==> config.mk <==
export PLATFORM = sky130hd
export DESIGN_NAME = fetch_unit_flat
export DESIGN_NICKNAME = d
export VERILOG_FILES = /design/src/rtl/fetch_unit_pkg.sv /design/src/rtl/fetch_unit_if.sv /design/src/rtl/fetch_unit_if_id_reg.sv /design/src/rtl/fetch_unit.sv /design/src/flat_wrapper.sv
export SDC_FILE = /design/constraint.sdc
export NUM_CORES = 1
export LEC_CHECK = 0
export CAP_MARGIN = 10
export CORE_MARGIN = 2
export CORE_UTILIZATION = 40
export DETAILED_ROUTE_END_ITERATION = 10
export MAX_ROUTING_LAYER = met4
export PLACE_DENSITY = 0.73
export REMOVE_ABC_BUFFERS = 1
export SYNTH_ARGS = -nofsm -noshare
export SYNTH_HDL_FRONTEND = slang
export SYNTH_HIERARCHICAL = 1
export SYNTH_SLANG_ARGS = --single-unit
export TNS_END_PERCENT = 50
==> constraint.sdc <==
create_clock -name clk -period 10.4 [get_ports clk]
set_input_delay 1.56 -clock clk [delete_from_list [all_inputs] [get_ports clk]]
set_output_delay 1.56 -clock clk [all_outputs]
set_load 0.01 [all_outputs]
==> src/rtl/fetch_unit_pkg.sv <==
// Shared definitions for the IF stage: FSM state encoding, reset PC,
// NOP encoding and a word-alignment helper.
package fetch_unit_pkg;

  typedef enum logic [1:0] {
    ST_FETCH = 2'd0,  // request outstanding / issuing
    ST_HOLD  = 2'd1,  // fetched word parked in the skid buffer, ID stalled
    ST_DRAIN = 2'd2   // waiting out a fetch whose data will be discarded
  } fetch_state_e;

  localparam logic [31:0] FU_RESET_PC = 32'h0000_3000;
  localparam logic [31:0] NOP_INSTR   = 32'h0000_0000;

  function automatic logic [31:0] word_align(input logic [31:0] a);
    return {a[31:2], 2'b00};
  endfunction

endpackage

==> src/rtl/fetch_unit_if.sv <==
// Instruction-memory request/acknowledge bus.
//   imem_req   : fetch request, held with imem_addr until imem_ack
//   imem_addr  : word-aligned fetch address
//   imem_ack   : imem_rdata valid, completes the request
//   imem_rdata : instruction word
// master = fetch unit, slave = instruction memory.
interface fetch_unit_if;
  logic        imem_req;
  logic [31:0] imem_addr;
  logic        imem_ack;
  logic [31:0] imem_rdata;

  modport master (
    output imem_req,
    output imem_addr,
    input  imem_ack,
    input  imem_rdata
  );

  modport slave (
    input  imem_req,
    input  imem_addr,
    output imem_ack,
    output imem_rdata
  );
endinterface

==> src/rtl/fetch_unit_if_id_reg.sv <==
// IF/ID pipeline register.
//   flush      : kill the held instruction (highest priority)
//   load       : capture load_instr/load_pc as a live instruction
//   stall      : hold current contents when nothing is loaded
//   otherwise the register empties to a NOP (id_valid=0, id_instr=0).
//   if_pc4     : id_pc + 4, combinational from the register.
module if_id_reg
  import fetch_unit_pkg::*;
#(
  parameter logic [31:0] RESET_PC = FU_RESET_PC
) (
  input  logic        clk,
  input  logic        reset,
  input  logic        stall,
  input  logic        flush,
  input  logic        load,
  input  logic [31:0] load_instr,
  input  logic [31:0] load_pc,
  output logic        id_valid,
  output logic [31:0] id_instr,
  output logic [31:0] id_pc,
  output logic [31:0] if_pc4
);

  logic        valid_q, valid_d;
  logic [31:0] instr_q, instr_d;
  logic [31:0] pc_q, pc_d;

  always_ff @(posedge clk or posedge reset) begin
    if (reset) begin
      valid_q <= 1'b0;
      instr_q <= NOP_INSTR;
      pc_q    <= RESET_PC;
    end else begin
      valid_q <= valid_d;
      instr_q <= instr_d;
      pc_q    <= pc_d;
    end
  end

  always_comb begin
    valid_d = valid_q;
    instr_d = instr_q;
    pc_d    = pc_q;
    if (flush) begin
      valid_d = 1'b0;
      instr_d = NOP_INSTR;
    end else if (load) begin
      valid_d = 1'b1;
      instr_d = load_instr;
      pc_d    = load_pc;
    end else if (!stall) begin
      valid_d = 1'b0;
      instr_d = NOP_INSTR;
    end
  end

  assign id_valid = valid_q;
  assign id_instr = instr_q;
  assign id_pc    = pc_q;
  assign if_pc4   = pc_q + 32'd4;

endmodule

==> src/rtl/fetch_unit.sv <==
// IF stage of the 5-stage MIPS pipeline: PC register, instruction-memory
// fetch FSM (FETCH/HOLD/DRAIN), redirect latch and one-entry skid buffer.
//   clk, reset  : clock, asynchronous active-high reset
//   stall       : ID cannot accept a new instruction
//   redirect    : NPC selects redirect_pc this cycle
//   imem        : instruction-memory req/ack bus (master side)
//   if_pc4      : id_pc + 4 for NPC
//   id_valid/id_instr/id_pc : IF/ID register contents
//   align_err   : sticky, a misaligned redirect_pc was accepted
// DELAY_SLOT=1 delivers the fetch in flight at a redirect; 0 discards it.
module fetch_unit
  import fetch_unit_pkg::*;
#(
  parameter logic [31:0] RESET_PC   = FU_RESET_PC,
  parameter bit          DELAY_SLOT = 1'b1
) (
  input  logic         clk,
  input  logic         reset,
  input  logic         stall,
  input  logic         redirect,
  input  logic [31:0]  redirect_pc,
  fetch_unit_if.master imem,
  output logic [31:0]  if_pc4,
  output logic         id_valid,
  output logic [31:0]  id_instr,
  output logic [31:0]  id_pc,
  output logic         align_err
);

  fetch_state_e state_q, state_d;
  logic [31:0]  pc_q, pc_d;
  logic [31:0]  pend_pc_q, pend_pc_d;
  logic         pend_vld_q, pend_vld_d;
  logic         buf_vld_q, buf_vld_d;
  logic [31:0]  buf_instr_q, buf_instr_d;
  logic [31:0]  buf_pc_q, buf_pc_d;
  logic         align_err_q, align_err_d;

  logic         req_c;
  logic         id_load;
  logic [31:0]  id_load_instr;
  logic [31:0]  id_load_pc;
  logic         id_flush;
  logic [31:0]  fetch_addr;
  logic [31:0]  redirect_tgt;
  logic [31:0]  next_pc;

  assign fetch_addr   = word_align(pc_q);
  assign redirect_tgt = word_align(redirect_pc);
  assign id_flush     = !DELAY_SLOT && redirect;
  // A redirect landing in the same cycle as the completing ack steers the
  // very next fetch, exactly as if it had been latched a cycle earlier.
  assign next_pc      = redirect   ? redirect_tgt :
                        pend_vld_q ? pend_pc_q    : pc_q + 32'd4;

  always_ff @(posedge clk or posedge reset) begin
    if (reset) begin
      state_q     <= ST_FETCH;
      pc_q        <= RESET_PC;
      pend_pc_q   <= '0;
      pend_vld_q  <= 1'b0;
      buf_vld_q   <= 1'b0;
      buf_instr_q <= NOP_INSTR;
      buf_pc_q    <= '0;
      align_err_q <= 1'b0;
    end else begin
      state_q     <= state_d;
      pc_q        <= pc_d;
      pend_pc_q   <= pend_pc_d;
      pend_vld_q  <= pend_vld_d;
      buf_vld_q   <= buf_vld_d;
      buf_instr_q <= buf_instr_d;
      buf_pc_q    <= buf_pc_d;
      align_err_q <= align_err_d;
    end
  end

  always_comb begin
    state_d       = state_q;
    pc_d          = pc_q;
    pend_pc_d     = pend_pc_q;
    pend_vld_d    = pend_vld_q;
    buf_vld_d     = buf_vld_q;
    buf_instr_d   = buf_instr_q;
    buf_pc_d      = buf_pc_q;
    align_err_d   = align_err_q | (redirect & (redirect_pc[1:0] != 2'b00));
    req_c         = 1'b0;
    id_load       = 1'b0;
    id_load_instr = buf_instr_q;
    id_load_pc    = buf_pc_q;

    if (redirect) begin
      pend_pc_d  = redirect_tgt;
      pend_vld_d = 1'b1;
    end

    case (state_q)
      ST_FETCH: begin
        req_c = 1'b1;
        if (imem.imem_ack) begin
          pend_vld_d = 1'b0;
          if (id_flush) begin
            pc_d = redirect_tgt;
          end else begin
            pc_d = next_pc;
            if (!stall || !id_valid) begin
              id_load       = 1'b1;
              id_load_instr = imem.imem_rdata;
              id_load_pc    = fetch_addr;
            end else begin
              buf_vld_d   = 1'b1;
              buf_instr_d = imem.imem_rdata;
              buf_pc_d    = fetch_addr;
              state_d     = ST_HOLD;
            end
          end
        end else if (id_flush) begin
          state_d = ST_DRAIN;
        end
      end

      ST_HOLD: begin
        if (id_flush) begin
          buf_vld_d  = 1'b0;
          pc_d       = redirect_tgt;
          pend_vld_d = 1'b0;
          state_d    = ST_FETCH;
        end else if (!stall) begin
          id_load   = buf_vld_q;
          buf_vld_d = 1'b0;
          state_d   = ST_FETCH;
        end
      end

      ST_DRAIN: begin
        req_c = 1'b1;
        if (imem.imem_ack) begin
          pc_d       = redirect ? redirect_tgt : pend_pc_q;
          pend_vld_d = 1'b0;
          state_d    = ST_FETCH;
        end
      end

      default: state_d = ST_FETCH;
    endcase
  end

  assign imem.imem_req  = req_c & ~reset;
  assign imem.imem_addr = fetch_addr;
  assign align_err      = align_err_q;

  if_id_reg #(
    .RESET_PC (RESET_PC)
  ) u_if_id_reg (
    .clk        (clk),
    .reset      (reset),
    .stall      (stall),
    .flush      (id_flush),
    .load       (id_load),
    .load_instr (id_load_instr),
    .load_pc    (id_load_pc),
    .id_valid   (id_valid),
    .id_instr   (id_instr),
    .id_pc      (id_pc),
    .if_pc4     (if_pc4)
  );

endmodule
==> src/flat_wrapper.sv <==
// flat-port wrapper written by rule: the top's interface ports become plain ports
module fetch_unit_flat import fetch_unit_pkg::*;
#(
  parameter logic [31:0] RESET_PC   = FU_RESET_PC,
  parameter bit          DELAY_SLOT = 1'b1
)
  (clk, reset, stall, redirect, redirect_pc, if_pc4, id_valid, id_instr, id_pc, align_err, imem_imem_req, imem_imem_addr, imem_imem_ack, imem_imem_rdata);
  fetch_unit_if imem_i ();
  input  logic clk;
  input  logic reset;
  input  logic stall;
  input  logic redirect;
  input  logic [31:0] redirect_pc;
  output logic [31:0] if_pc4;
  output logic id_valid;
  output logic [31:0] id_instr;
  output logic [31:0] id_pc;
  output logic align_err;
  output wire logic [$bits(imem_i.imem_req)-1:0] imem_imem_req;
  output wire logic [$bits(imem_i.imem_addr)-1:0] imem_imem_addr;
  input wire logic [$bits(imem_i.imem_ack)-1:0] imem_imem_ack;
  input wire logic [$bits(imem_i.imem_rdata)-1:0] imem_imem_rdata;
  assign imem_imem_req = imem_i.imem_req;
  assign imem_imem_addr = imem_i.imem_addr;
  assign imem_i.imem_ack = imem_imem_ack;
  assign imem_i.imem_rdata = imem_imem_rdata;
  fetch_unit #(.RESET_PC(RESET_PC), .DELAY_SLOT(DELAY_SLOT)) u_core (.clk(clk), .reset(reset), .stall(stall), .redirect(redirect), .redirect_pc(redirect_pc), .imem(imem_i), .if_pc4(if_pc4), .id_valid(id_valid), .id_instr(id_instr), .id_pc(id_pc), .align_err(align_err));
endmodule
==> key figures <==
Final layout
  – ANT cells: 0
  – Fillers: 2163
  – Share of cells above drive strength 1: 19.70%
  – Area of the multi-input gates: 4499 um2
  – Layout overhead on the synthesized area: 28.95%
  – # nets final: 1125
  – Commonest non-fill, non-tap cell in the layout: clkdlybuf4s50_1
  – Seq. cell area: 4760 um2
  – Non-Filler Instances: 1385
  – Commonest non-fill, non-tap cells in the layout: 196 x clkdlybuf4s50_1, 186 x dfrtp_1, 148 x mux2_2, 83 x nand2_1, 57 x o21ai_0

Die
  – Initial Util: 40.94%
  – Io pins: 200
  – Die Wd: 159.2 um
  – Die height: 159.2 um
  – Total core area: 23540 um2
  – # rows: 56
  – Total die area: 25350 um2

Timing
  – Fin. Hold Viols: 0
  – Skew final: 10.45 ps
  – Slew Viols, Final: 0
  – Setup_tns: 0 ps
  – Slew headroom: 27.31%
  – RSZ-0062 raised after global routing: false
  – Min cycle time layout: 4572 ps
  – Least-Margin Pin Slew: 1090 ps
  – Hold slack: 480.7 ps
  – PnR worst setup slack: 5828 ps
  – Highest Clock Rate: 218.7 MHz
  – Period Utilization, post-route: 43.96%
  – Endpoints failing setup: 0

Clocking
  – CTS tree: yes
  – Resized Gates After CTS: 0
  – Clock buffer depth: 2
  – Root buffer cell: clkbuf_16
  – Clock Sinks: 190
  – Hold-fix buffers, CTS: 0
  – Postcts setup bufs: 0
  – Register clock-pin slew on the reported worst setup and hold paths: 70 ps
  – H-tree Lvls: 4
  – Skew-Pair Late Insertion Delay: 430 ps
  – Clock buffers created by TritonCTS: 17

Setup path
  – Crit Path Max Fanout: 7
  – Crit path max-delay family: simple AND/OR/NAND/NOR gates
  – Crit-path cells: nand4_2 -> or4_1 -> nor4_4 -> xor2_1 -> clkdlybuf4s50_1
  – Crit path required time: 8840 ps
  – Crit path capture type: output pin
  – Setup CP Type: reg -> out
  – CP max-delay cell: or4_1
  – Max incr delay on CP: 750 ps
  – Crit path DAT: 3010 ps
  – Critical Path Start Type: flop
  – Sum of buffers and inverters on the critical path: 1

Detailed routing
  – Drc violations: 0
  – Via density: 5.483
  – Post-route ant nets: 0
  – Total number of vias: 7594
  – Final WL: 25.51 mm
  – Per-cell routed wire length: 18.42 um
  – DR pass1 iterations: 5
  – Iter 0 DRT Violations: 536

Power and ir drop
  – PwrDens: 217.1 nW/um2
  – Max VDD drop: 0.1354 mV
  – P_leak: 5.149 nW
  – Pwr Total: 2.698 mW

Placed design
  – PortBufs: 197
  – DP Worst Slack: 5629 ps
  – Final GP Congestion: 0.8670
  – Cell Count Post-Placement: 1354
  – DPL Wire Length: 17.32 mm

GRT
  – Largest net degree at the start of global routing: 86
  – First-pass GRT wire length: 41.68 mm
  – Initial antenna violation count: 0
  – All-Layer GR Usage: 20.86%
  – Vias in the first global route: 7719
  – Grt total ovfl: 0

Yosys
  – Asr flop ratio synth: 100.0%
  – Synthesized flop and latch total: 190
  – Largest family of logic cells by synthesized area: multiplexers
  – Multiplexer area fraction after synthesis: 17.60%
  – Compound-cell area share of the yosys netlist: 13.03%
  – Synth Area in Adders: 0.2596%
  – Synth Cell Area: 9638 um2
  – Post-synthesis sequential area ratio: 49.38%
  – Top cell type by total area after synthesis: dfrtp_1
  – Distinct cells, synth: 65
  – Yosys top cell area share: 48.29%
  – Synth top area cells: dfrtp_1 48%, mux2_2 17%, a22o_1 3.3%
  – Ys Warns: 6
  – Post-Synthesis Cells: 893
  – Synth Area in XOR/XNOR: 2.908%
  – Post-synth top flop: dfrtp_1
  – Mean Syn Cell Area: 10.79 um2
  – EDFF count, synth: 0
  – Simple-gate share of the synthesized area: 12.29%

Hold path
  – HP Class: reg -> reg

Job
  – Maxcap violations: 0

Run status
  – Outcome: complete, no violations
[cells in the mapped netlist (all sizes together), types with 6 or more instances]
cell and instances:
mux2 148, inv 33, a21oi 28, buf 19, a22o 36, nand4 16
a22oi 6, clkbuf 52, o211ai 8, and3 10, nand3 24, nor2 24
xor2 19, o21ai 57, nand2 84, dfrtp 186, nor4 13, xnor2 13
nor3 21
[routing by layer]
layer	global-route usage, %	up-vias	wire (um)	share of wire, %
met5	-	-	0	0
li1	-	3542	-	-
met2	33.10	235	12110	47
met1	27.32	3789	11500	45
met3	4.923	28	1519	6.0
met4	4.669	0	374	1.5
[registers in the layout (all words and copies together), names as in the netlist]
signal and cells:
u_core/align_err 1, u_core/buf_instr_q 32, u_core/buf_pc_q 30, u_core/pc_q 30
u_core/pend_pc_q 30, u_core/pend_vld_q 1, u_core/state_q 1, u_core/u_if_id_reg/id_instr 32
u_core/u_if_id_reg/id_pc 32, u_core/u_if_id_reg/id_valid 1
[through the flow]
stage / area (um2) / util, %
after floorplan: 9353 / -
final: 12430 / 52.79
after CTS: 12430 / 52.79
after detailed placement: 11830 / 50.23
after global routing: 12430 / 52.79
after global placement: 11830 / 50.23
[kinds of logic after synthesis]
| group | count (synthesis) |
|---|---|
| AOI/OAI and AO/OA | 185 |
| xor gates and xnor gates | 32 |
| adders and majority gates | 2 |
| buffers and inverters | 104 |
| DFF | 190 |
| muxes | 151 |
| other | 1 |
| and+or+nand+nor | 228 |
[layout make-up]
type                       count  share of cell area, %
tap                          319                  3.212
clock buffer                  18                  3.534
sequential                   190                  38.30
timing repair buffer         207                  16.43
clock inverter                13                  1.309
inverter                      33                  1.017
multi-input combinational    605                  36.20
[final timing paths]
kind                                              startpoint                     endpoint  slack (ps)  cells past startpoint
min in group asynchronous                              reset       u_core/buf_instr_q[11]        1720                      2
worst max-delay path            u_core/u_if_id_reg/id_pc[12]                   if_pc4[25]        5830                      5
worst max register to register             u_core/state_q[0]  u_core/u_if_id_reg/id_pc[0]        7260                      7
worst min register to register              u_core/align_err             u_core/align_err         480                      1
worst min-delay path                        u_core/align_err             u_core/align_err         480                      1
max in group asynchronous                              reset              u_core/pc_q[25]        7290                      3
[report_power, final]
group          switching [mW]  total, mW  leakage, nW  internal, mW
Sequential              0.210       1.14         2.35         0.935
Combinational           0.363      0.883         2.51         0.520
Clock                   0.285      0.670        0.289         0.385
(Power assumes the default switching activity.)
